**config.mk**
```make
export PLATFORM = sky130hd
export DESIGN_NAME = dmem_arbiter
export DESIGN_NICKNAME = d
export VERILOG_FILES = /design/src/rtl/dmem_pkg.sv /design/src/rtl/dmem_lane_unit.sv /design/src/rtl/dmem_arbiter.sv
export SDC_FILE = /design/constraint.sdc
export NUM_CORES = 1
export LEC_CHECK = 0
export CAP_MARGIN = 20
export CELL_PAD_IN_SITES_DETAIL_PLACEMENT = 1
export CELL_PAD_IN_SITES_GLOBAL_PLACEMENT = 1
export CORE_MARGIN = 3
export CORE_UTILIZATION = 29
export CTS_CLUSTER_DIAMETER = 80
export DETAILED_ROUTE_END_ITERATION = 8
export MAX_ROUTING_LAYER = met4
export PLACE_DENSITY_LB_ADDON = 0.1
export SETUP_SLACK_MARGIN = 0.2
export SLEW_MARGIN = 0
export SYNTH_ARGS = -nofsm -noshare
export SYNTH_HDL_FRONTEND = slang
export SYNTH_SLANG_ARGS = --single-unit
```
**constraint.sdc**
```tcl
create_clock -name clk -period 1.9 [get_ports clk]
set_input_delay 0.38 -clock clk [delete_from_list [all_inputs] [get_ports clk]]
set_output_delay 0.38 -clock clk [all_outputs]
set_load 0.02 [all_outputs]
```
**src/rtl/dmem_pkg.sv**
```systemverilog
`default_nettype none
// +----------------------------------------------------------------------+
// | Module  : dmem_pkg                                                   |
// | Brief   : Shared types and helpers for the data-memory arbiter:      |
// |           access size and FSM state encodings, requester indices.    |
// | Rev     : 1.0  initial release                                       |
// +----------------------------------------------------------------------+
package dmem_pkg;

    // Access size after decoding; the raw 2'b11 encoding folds onto SZ_W.
    typedef enum logic [1:0] {
        SZ_B = 2'b00,
        SZ_H = 2'b01,
        SZ_W = 2'b10
    } size_e;

    typedef enum logic [1:0] {
        IDLE  = 2'b00,
        EXEC  = 2'b01,
        MERGE = 2'b10,
        RESP  = 2'b11
    } state_e;

    // Requester indices into per-port vectors.
    localparam int M_CORE = 0;
    localparam int M_DMA  = 1;

    // Map the raw request size field onto the access size.
    function automatic size_e decode_size(input logic [1:0] raw);
        case (raw)
            2'b00:   decode_size = SZ_B;
            2'b01:   decode_size = SZ_H;
            default: decode_size = SZ_W;
        endcase
    endfunction

    // Half needs addr[0] clear, word needs addr[1:0] clear; bytes always fit.
    function automatic logic is_misaligned(input size_e sz, input logic [1:0] lo);
        case (sz)
            SZ_H:    is_misaligned = lo[0];
            SZ_W:    is_misaligned = (lo != 2'b00);
            default: is_misaligned = 1'b0;
        endcase
    endfunction

endpackage
`default_nettype wire

```
**src/rtl/dmem_lane_unit.sv**
```systemverilog
`default_nettype none
// +----------------------------------------------------------------------+
// | Module  : dmem_lane_unit                                             |
// | Brief   : Combinational lane logic: extracts and sign/zero-extends   |
// |           load data, and merges sub-word store data into an old word.|
// | Rev     : 1.0  initial release                                       |
// +----------------------------------------------------------------------+
module dmem_lane_unit
    import dmem_pkg::*;
(
    input  size_e       i_size,
    input  logic        i_unsigned,
    input  logic [31:0] i_rd,
    input  logic [31:0] i_wdata,
    output logic [31:0] o_load_data,
    output logic [31:0] o_merge_data
);

    // Load extraction always takes the low lanes; the memory returns the
    // addressed byte in bits [7:0].
    always_comb begin
        o_load_data = i_rd;
        case (i_size)
            SZ_B: o_load_data = i_unsigned ? {24'd0, i_rd[7:0]}
                                           : {{24{i_rd[7]}}, i_rd[7:0]};
            SZ_H: o_load_data = i_unsigned ? {16'd0, i_rd[15:0]}
                                           : {{16{i_rd[15]}}, i_rd[15:0]};
            default: o_load_data = i_rd;
        endcase
    end

    // Store merge keeps the untouched upper bytes of the previously read word.
    always_comb begin
        o_merge_data = i_wdata;
        case (i_size)
            SZ_B:    o_merge_data = {i_rd[31:8],  i_wdata[7:0]};
            SZ_H:    o_merge_data = {i_rd[31:16], i_wdata[15:0]};
            default: o_merge_data = i_wdata;
        endcase
    end

endmodule
`default_nettype wire

```
**src/rtl/dmem_arbiter.sv**
```systemverilog
`default_nettype none
// +----------------------------------------------------------------------+
// | Module  : dmem_arbiter                                               |
// | Brief   : Two-port round-robin controller for a byte-addressed       |
// |           32-bit data memory. Sequences sign/zero-extended loads and |
// |           performs sub-word stores as read-modify-write.             |
// |           Optional macro DMEM_ALIGN_CHECK_EN adds mN_rsp_err and     |
// |           rejects misaligned half/word accesses.                     |
// | Rev     : 1.0  initial release                                       |
// +----------------------------------------------------------------------+
module dmem_arbiter
    import dmem_pkg::*;
#(
    parameter int ADDR_W = 32,
    parameter int DATA_W = 32
)(
    input  logic              clk,
    input  logic              reset,

    input  logic              m0_req_valid,
    output logic              m0_req_ready,
    input  logic              m0_req_we,
    input  logic [1:0]        m0_req_size,
    input  logic              m0_req_unsigned,
    input  logic [ADDR_W-1:0] m0_req_addr,
    input  logic [DATA_W-1:0] m0_req_wdata,
    output logic              m0_rsp_valid,
    output logic [DATA_W-1:0] m0_rsp_rdata,

    input  logic              m1_req_valid,
    output logic              m1_req_ready,
    input  logic              m1_req_we,
    input  logic [1:0]        m1_req_size,
    input  logic              m1_req_unsigned,
    input  logic [ADDR_W-1:0] m1_req_addr,
    input  logic [DATA_W-1:0] m1_req_wdata,
    output logic              m1_rsp_valid,
    output logic [DATA_W-1:0] m1_rsp_rdata,
`ifdef DMEM_ALIGN_CHECK_EN
    output logic              m0_rsp_err,
    output logic              m1_rsp_err,
`endif

    output logic [ADDR_W-1:0] mem_A,
    output logic [DATA_W-1:0] mem_WD,
    output logic              mem_MemWrite,
    input  logic [DATA_W-1:0] mem_RD
);

    if (DATA_W != 32) begin : g_data_w_check
        $error("dmem_arbiter: DATA_W must be 32");
    end

    state_e                     r_state;
    logic                       r_prio;     // port favoured when both request
    logic                       r_owner;
    logic                       r_we;
    size_e                      r_size;
    logic                       r_uns;
    logic [ADDR_W-1:0]          r_addr;
    logic [DATA_W-1:0]          r_wdata;
    logic [DATA_W-1:0]          r_old;      // word read back for a sub-word store
    logic [DATA_W-1:0]          r_rdata;
    logic [1:0]                 r_rsp_valid;
    logic [1:0][DATA_W-1:0]     r_rsp_rdata;
`ifdef DMEM_ALIGN_CHECK_EN
    logic                       r_err;
    logic [1:0]                 r_rsp_err;
`endif

    logic                       w_any;
    logic                       w_gnt;
    logic                       w_we;
    logic [1:0]                 w_size_raw;
    logic                       w_uns;
    logic [ADDR_W-1:0]          w_addr;
    logic [DATA_W-1:0]          w_wdata;
    logic [DATA_W-1:0]          w_lane_rd;
    logic [DATA_W-1:0]          w_load;
    logic [DATA_W-1:0]          w_merge;
    logic                       w_word_store;

    // Round-robin grant and mux of the granted requester's fields.
    always_comb begin
        w_any = m0_req_valid | m1_req_valid;
        if (m0_req_valid && m1_req_valid) begin
            w_gnt = r_prio;
        end else begin
            w_gnt = m1_req_valid;
        end
        w_we       = w_gnt ? m1_req_we       : m0_req_we;
        w_size_raw = w_gnt ? m1_req_size     : m0_req_size;
        w_uns      = w_gnt ? m1_req_unsigned : m0_req_unsigned;
        w_addr     = w_gnt ? m1_req_addr     : m0_req_addr;
        w_wdata    = w_gnt ? m1_req_wdata    : m0_req_wdata;
    end

    assign m0_req_ready = (r_state == IDLE) && w_any && !w_gnt;
    assign m1_req_ready = (r_state == IDLE) && w_any &&  w_gnt;

    // In MERGE the lane unit works on the captured old word, otherwise on live read data.
    assign w_lane_rd    = (r_state == MERGE) ? r_old : mem_RD;
    assign w_word_store = r_we && (r_size == SZ_W);

    dmem_lane_unit u_lane (
        .i_size       (r_size),
        .i_unsigned   (r_uns),
        .i_rd         (w_lane_rd),
        .i_wdata      (r_wdata),
        .o_load_data  (w_load),
        .o_merge_data (w_merge)
    );

    // Memory drive decoded from the current state; the write strobe is killed in reset.
    always_comb begin
        mem_A        = '0;
        mem_WD       = '0;
        mem_MemWrite = 1'b0;
        if (r_state == EXEC) begin
            mem_A = r_addr;
            if (w_word_store) begin
                mem_WD       = r_wdata;
                mem_MemWrite = !reset;
            end
        end else if (r_state == MERGE) begin
            mem_A        = r_addr;
            mem_WD       = w_merge;
            mem_MemWrite = !reset;
        end
    end

    // Request sequencer with registered responses.
    always_ff @(posedge clk) begin
        if (reset) begin
            r_state     <= IDLE;
            r_prio      <= 1'b0;
            r_owner     <= 1'b0;
            r_we        <= 1'b0;
            r_size      <= SZ_B;
            r_uns       <= 1'b0;
            r_addr      <= '0;
            r_wdata     <= '0;
            r_old       <= '0;
            r_rdata     <= '0;
            r_rsp_valid <= '0;
            r_rsp_rdata <= '0;
`ifdef DMEM_ALIGN_CHECK_EN
            r_err       <= 1'b0;
            r_rsp_err   <= '0;
`endif
        end else begin
            r_rsp_valid <= '0;
            r_rsp_rdata <= '0;
`ifdef DMEM_ALIGN_CHECK_EN
            r_rsp_err   <= '0;
`endif
            case (r_state)
                IDLE: begin
                    if (w_any) begin
                        r_owner <= w_gnt;
                        r_prio  <= ~w_gnt;
                        r_we    <= w_we;
                        r_size  <= decode_size(w_size_raw);
                        r_uns   <= w_uns;
                        r_addr  <= w_addr;
                        r_wdata <= w_wdata;
                        r_rdata <= '0;
`ifdef DMEM_ALIGN_CHECK_EN
                        if (is_misaligned(decode_size(w_size_raw), w_addr[1:0])) begin
                            r_err   <= 1'b1;
                            r_state <= RESP;
                        end else begin
                            r_err   <= 1'b0;
                            r_state <= EXEC;
                        end
`else
                        r_state <= EXEC;
`endif
                    end
                end
                EXEC: begin
                    if (!r_we) begin
                        r_rdata <= w_load;
                        r_state <= RESP;
                    end else if (w_word_store) begin
                        r_state <= RESP;
                    end else begin
                        r_old   <= mem_RD;
                        r_state <= MERGE;
                    end
                end
                MERGE: begin
                    r_state <= RESP;
                end
                RESP: begin
                    r_rsp_valid[r_owner] <= 1'b1;
                    r_rsp_rdata[r_owner] <= r_rdata;
`ifdef DMEM_ALIGN_CHECK_EN
                    r_rsp_err[r_owner]   <= r_err;
`endif
                    r_state <= IDLE;
                end
                default: begin
                    r_state <= IDLE;
                end
            endcase
        end
    end

    assign m0_rsp_valid = r_rsp_valid[M_CORE];
    assign m1_rsp_valid = r_rsp_valid[M_DMA];
    assign m0_rsp_rdata = r_rsp_rdata[M_CORE];
    assign m1_rsp_rdata = r_rsp_rdata[M_DMA];
`ifdef DMEM_ALIGN_CHECK_EN
    assign m0_rsp_err   = r_rsp_err[M_CORE];
    assign m1_rsp_err   = r_rsp_err[M_DMA];
`endif

endmodule
`default_nettype wire
```
# [Word-level counts from Yosys, hierarchy flattened]
# Cells that the tools add are included.
[op_classes] n_lt_le_gt_ge=2 eq_ne=8 muxes=31 bitwise_logic=5 reduce_logical=16
[op_table] cell="2-to-1 mux 32 bit" n=13
[op_table] cell="one-hot mux 32 bit (2 select lines)" n=3
[op_table] cell="AND 64 bit" n=1
[op_table] cell="demux 32 bit (select 1 bit)" n=1
[op_table] cell="2-to-1 mux 1 bit" n=9
[op_table] cell="one-hot mux 2 bit (4 select lines)" n=1
[op_table] cell="== test 2 x 1 -> 1 bit, second input constant" n=3
[op_table] cell="== test 2 bit, second input constant" n=3
[op_table] cell="logical AND 1 bit" n=6
[op_table] cell="zero test 2 bit" n=3
[op_table] cell="AND reduction 3 bit" n=2
[op_table] cell="2-to-1 mux 2 bit" n=2
[op_table] cell="inequality test 2 bit, second input constant" n=2
[op_table] cell="one-hot mux 2 bit (2 select lines)" n=1
[op_table] cell="NOT 1 bit" n=3
[op_table] cell="zero test 1 bit" n=2
[op_table] cell="< comparator 1 x 2 -> 1 bit, second input constant" n=1
[op_table] cell="AND reduction 2 bit" n=1
[op_table] cell="nonzero test 2 bit" n=1
[op_table] cell="OR reduction 2 bit" n=1
[op_table] cell="demux 1 bit (select 1 bit)" n=1
[op_table] cell=">= comparator 1 bit, second input constant" n=1
[op_table] cell="OR 1 bit" n=1
[totals] ff_bits=202 in_bits=172 output_inout_bits=133 wordCells=75

# [Logic depth before layout (Yosys ltp)]
[depth] ltp_word=6 ltp_mapped=10

# [Cells and area by module]
# A second synthesis with hierarchy kept.
[unflattened] hier_cells=903 hier_area_um2=8435.6
[modules_own_cells] mod="dmem_arbiter" n_inst=1 cells_per_inst=810 area_per_inst_um2=7709.9 seq_area_each_um2=4043.9
[modules_own_cells] mod="dmem_lane_unit" n_inst=1 cells_per_inst=93 area_per_inst_um2=725.7 seq_area_each_um2=0.0

# [Worst setup path before layout]
# No wires, ideal clock.
[synth_timing] path_kind="register to output" from="register r_state[1]" to="output mem_WD[21]" arrival_ps=1752 required_time_ps=1520 path_slack_ps=-232 stages_incl_launch_ff=7 n_path_buf=1 path_cell_list="dfxtp_1 > inv_1 > ha_1 > nand2b_1 > nor2_1 > clkbuf_1 > a22o_1"
[synth_via] elab_chain_cells=5
[synth_lines] element="start, declared" line="dmem_arbiter.sv:54" rtl="state_e r_state;"
[synth_lines] element="start signal, assigned" line="dmem_arbiter.sv:135" rtl="r_state <= IDLE;"
[synth_lines] element="start signal, assigned" line="dmem_arbiter.sv:177" rtl="r_state <= EXEC;"
[synth_lines] element="start signal, assigned" line="dmem_arbiter.sv:184" rtl="r_state <= RESP;"
[synth_lines] element="== test 2 bit" line="dmem_arbiter.sv:102, dmem_arbiter.sv:125"
[synth_lines] element="2-to-1 mux 32 bit" line="dmem_arbiter.sv:102" rtl="assign w_lane_rd = (r_state == MERGE) ? r_old : mem_RD;"
[synth_lines] element="one-hot mux 32 bit (2 select lines)" line="dmem_lane_unit.sv:35" rtl="case (i_size)"
[synth_lines] element="2-to-1 mux 32 bit" line="dmem_arbiter.sv:125" rtl="end else if (r_state == MERGE) begin"
[synth_lines] element="2-to-1 mux 32 bit (*)" line="dmem_arbiter.sv:119" rtl="if (r_state == EXEC) begin"
[synth_lines] element="end, declared" line="dmem_arbiter.sv:45" rtl="output logic [DATA_W-1:0] mem_WD,"
# Mark *: on every way between the ends. The rest lies on a longest branch, timed or not.

# [Worst setup path in the final report]
[layout_timing] from="register r_state[1]" to="output mem_WD[12]"
# Same word-level chain as after synthesis.

==> run summary <==
gr ovfl total = 0
status = complete, but fails checks
Tmin final = 2.58 ns
largest net degree at the start of global routing = 71
crit path max fanout = 4
Final Skew = 0.00814 ns
FFs w/ async S/R, synth = 0
CTS tree = yes
CP required = 1.52 ns
VDD IR-drop max = 0.000887 V
critical path type = flip-flop to output port
failing checks = setup timing
CTS Root Buffer Type = clkbuf_16
vias in the first global route = 7886
FP Rows = 59
CP Capture Type = output port
Die Span Y = 170 µm
die area = 0.0288 mm²
Fill cells = 2818
CTS H-tree lvls = 1
Post-Synthesis Cells = 795
Die X = 170 µm
drt pass-1 iters = 8
post-route clock period utilization = 1.36
initial core utilization = 0.296
antenna viol nets, final = 0
fin util = 0.527
Max-cap violations = 0
WL/cell = 21.8 µm
sequential fraction of the synthesis area = 0.521
number of synthesized flops with an enable pin = 0
Yosys warnings = 0
Min-Delay Path Class = primary input to flip-flop
slew at the pin closest to its max-slew limit = 0.557 ns
r2r endpoint = r_rdata[25]$_SDFFE_PP0P_
flop-to-flop setup slack = -0.50 ns
first-pass GRT wire length = 47.8 mm
area growth from synthesis to layout = 77.8%
worst r2r path cells = 13
CP Data Arrival Time = 2.20 ns
Top Ports = 305
drt drc = 0
worst slack, placed = -0.467 ns
initial DRC count = 640
Final Power = 18.7 mW
#FFs+latches synth = 202
Synth area leader = dfxtp_1
Overall Global Routing Usage = 0.220
slew margin rel. = 0.624
GP Congestion = 0.799
crit start category = flip-flop
Yosys top cell area share = 0.521
core box area = 0.0262 mm²
Setup Viol. Count Final = 169
layout cells sized above 1 = 0.255
worst min-delay path startpoint = reset
setup TNS = -73.94 ns
Hold WS = 0.216 ns
Reg clk slew, reported paths = 0.06 ns
worst hold endpoint = r_rdata[1]$_SDFFE_PP0P_
most frequent cell after synthesis = dfxtp_1
Hold Path Depth = 2
Syn Std Cell Area = 0.00776 mm²
RSZ-0062 raised after global routing = true
Sinks on Clock Net = 202
top cells by instance count after synthesis = dfxtp_1 (202), nand2_1 (89), nor2_1 (80), and2_1 (72), a222oi_1 (66)
RR Startpoint = r_state[1]$_SDFFE_PP0P_
via count = 7575
post-DP HPWL = 21.2 mm
f_max = 0.387 GHz
P_leak = 5.75 nW
final WL = 33.2 mm
TritonCTS buffer count = 24
max-slew violation count = 0
nets = 1339
initial antenna violation count = 5
Port Buffers = 304
vias per cell = 4.98
final worst setup slack = -0.681 ns
Max Root-Sink Buffers = 3
post-synth cell types = 43
clk_lat worst skew = 0.51 ns
Power Density = 1360 mW/mm²
Synth area leaders = dfxtp_1 (52%), a222oi_1 (8.5%), and2_1 (5.8%)
syn nets = 972
Hold Vio Cnt, Final = 0
Post-Syn Area per Cell = 9.76 µm²
ys flop type = dfxtp_1
==> flip-flops by register name, summed over array words and instances (netlist names) <==
register	count
r_rsp_valid	2
r_uns	1
r_wdata	32
m0_rsp_rdata	32
r_rdata	32
r_prio	1
r_size	2
r_state	2
m1_rsp_rdata	32
r_addr	32
r_old	32
r_owner	1
r_we	1
==> per-layer routing <==
metal | global-route usage | up-vias | part of all wire
li1 | - | 3604 | -
met3 | 0.0610 | 42 | 0.070
met5 | - | - | 0
met4 | 0.0555 | 0 | 0.025
met1 | 0.264 | 3662 | 0.41
met2 | 0.368 | 267 | 0.49
==> timing repair <==
item,CTS,global route
cloned,16,2
gates resized for setup,454,82
hold buffers,0,0
endpoints found under the hold margin,0,0
setup endpoints to repair,260,200
buffers inserted,34,12
pin swaps,84,28
==> final cells by class <==
class,instances,area (µm²),area share
Multi-Input combinational cell,517,3940,0.286
Inverter,4,20.0,0.00145
Sequential cell,202,4050,0.294
Clock buffer,40,741,0.0537
Tap cell,335,419,0.0304
Clock inverter,3,28.8,0.00209
Timing Repair Buffer,413,4590,0.332
Antenna cell,6,15.0,0.00109
==> cells in the final DEF (no fill, tap or decap), types with 31 or more instances in the layout <==
| master | count |
|---|---|
| buf_6 | 77 |
| and2_1 | 64 |
| mux2i_1 | 31 |
| dlygate4sd2_1 | 66 |
| nand2_1 | 88 |
| a21oi_1 | 34 |
| clkdlybuf4s50_1 | 170 |
| a22o_1 | 31 |
| nor2_1 | 77 |
| dfxtp_1 | 200 |
| a222oi_1 | 66 |
| buf_4 | 47 |
==> where the power goes <==
| part | switching [mW] | total [mW] | internal, mW |
|---|---|---|---|
| combinational | 4.05 | 8.87 | 4.82 |
| clock | 1.82 | 4.47 | 2.65 |
| sequential | 0.512 | 5.37 | 4.86 |
| total | 6.39 | 18.7 | 12.3 |
==> worst max-delay path, stage by stage, from the launching register on <==
cell,delay (ns)
dfxtp_4,0.38
inv_4,0.04
ha_4,0.16
and3b_1,0.19
o21a_4,0.22
a21o_4,0.22
buf_6,0.13
a22o_4,0.21
buf_6,0.14
==> kinds of logic (layout without fill, tap and decap cells) <==
kind of cell / Yosys count / in the layout / share of synthesized area
other: 0 / 6 / 0
and+or+nand+nor: 301 / 301 / 0.196
DFF: 202 / 202 / 0.521
muxes: 33 / 33 / 0.0429
adders and majority gates: 5 / 5 / 0.00806
AOI/OAI and AO/OA: 178 / 178 / 0.186
buffers and inverters: 76 / 460 / 0.0455
==> worst max path at each step <==
stage | startpoint | endpoint | slack (ns)
3_5_place_dp | r_state[1]$_SDFFE_PP0P_ | mem_WD[10] | -0.47
2_1_floorplan | r_state[0]$_SDFFE_PP0P_ | mem_WD[10] | -0.04
3_3_place_gp | r_state[1]$_SDFFE_PP0P_ | mem_WD[10] | -0.43
6_report | r_state[1]$_SDFFE_PP0P_ | mem_WD[12] | -0.68
4_1_cts | r_state[1]$_SDFFE_PP0P_ | mem_WD[12] | -0.70
5_1_grt | r_state[1]$_SDFFE_PP0P_ | mem_A[0] | -0.74
==> per-stage QoR <==
| stage | instance area (µm²) | instances |
|---|---|---|
| global placement | 11600 | 1407 |
| detailed placement | 11600 | 1407 |
| finish | 13800 | 1520 |
| CTS | 13300 | 1500 |
| floorplan | 8050 | 795 |
| global route | 13800 | 1519 |
(Power assumes the default switching activity.)
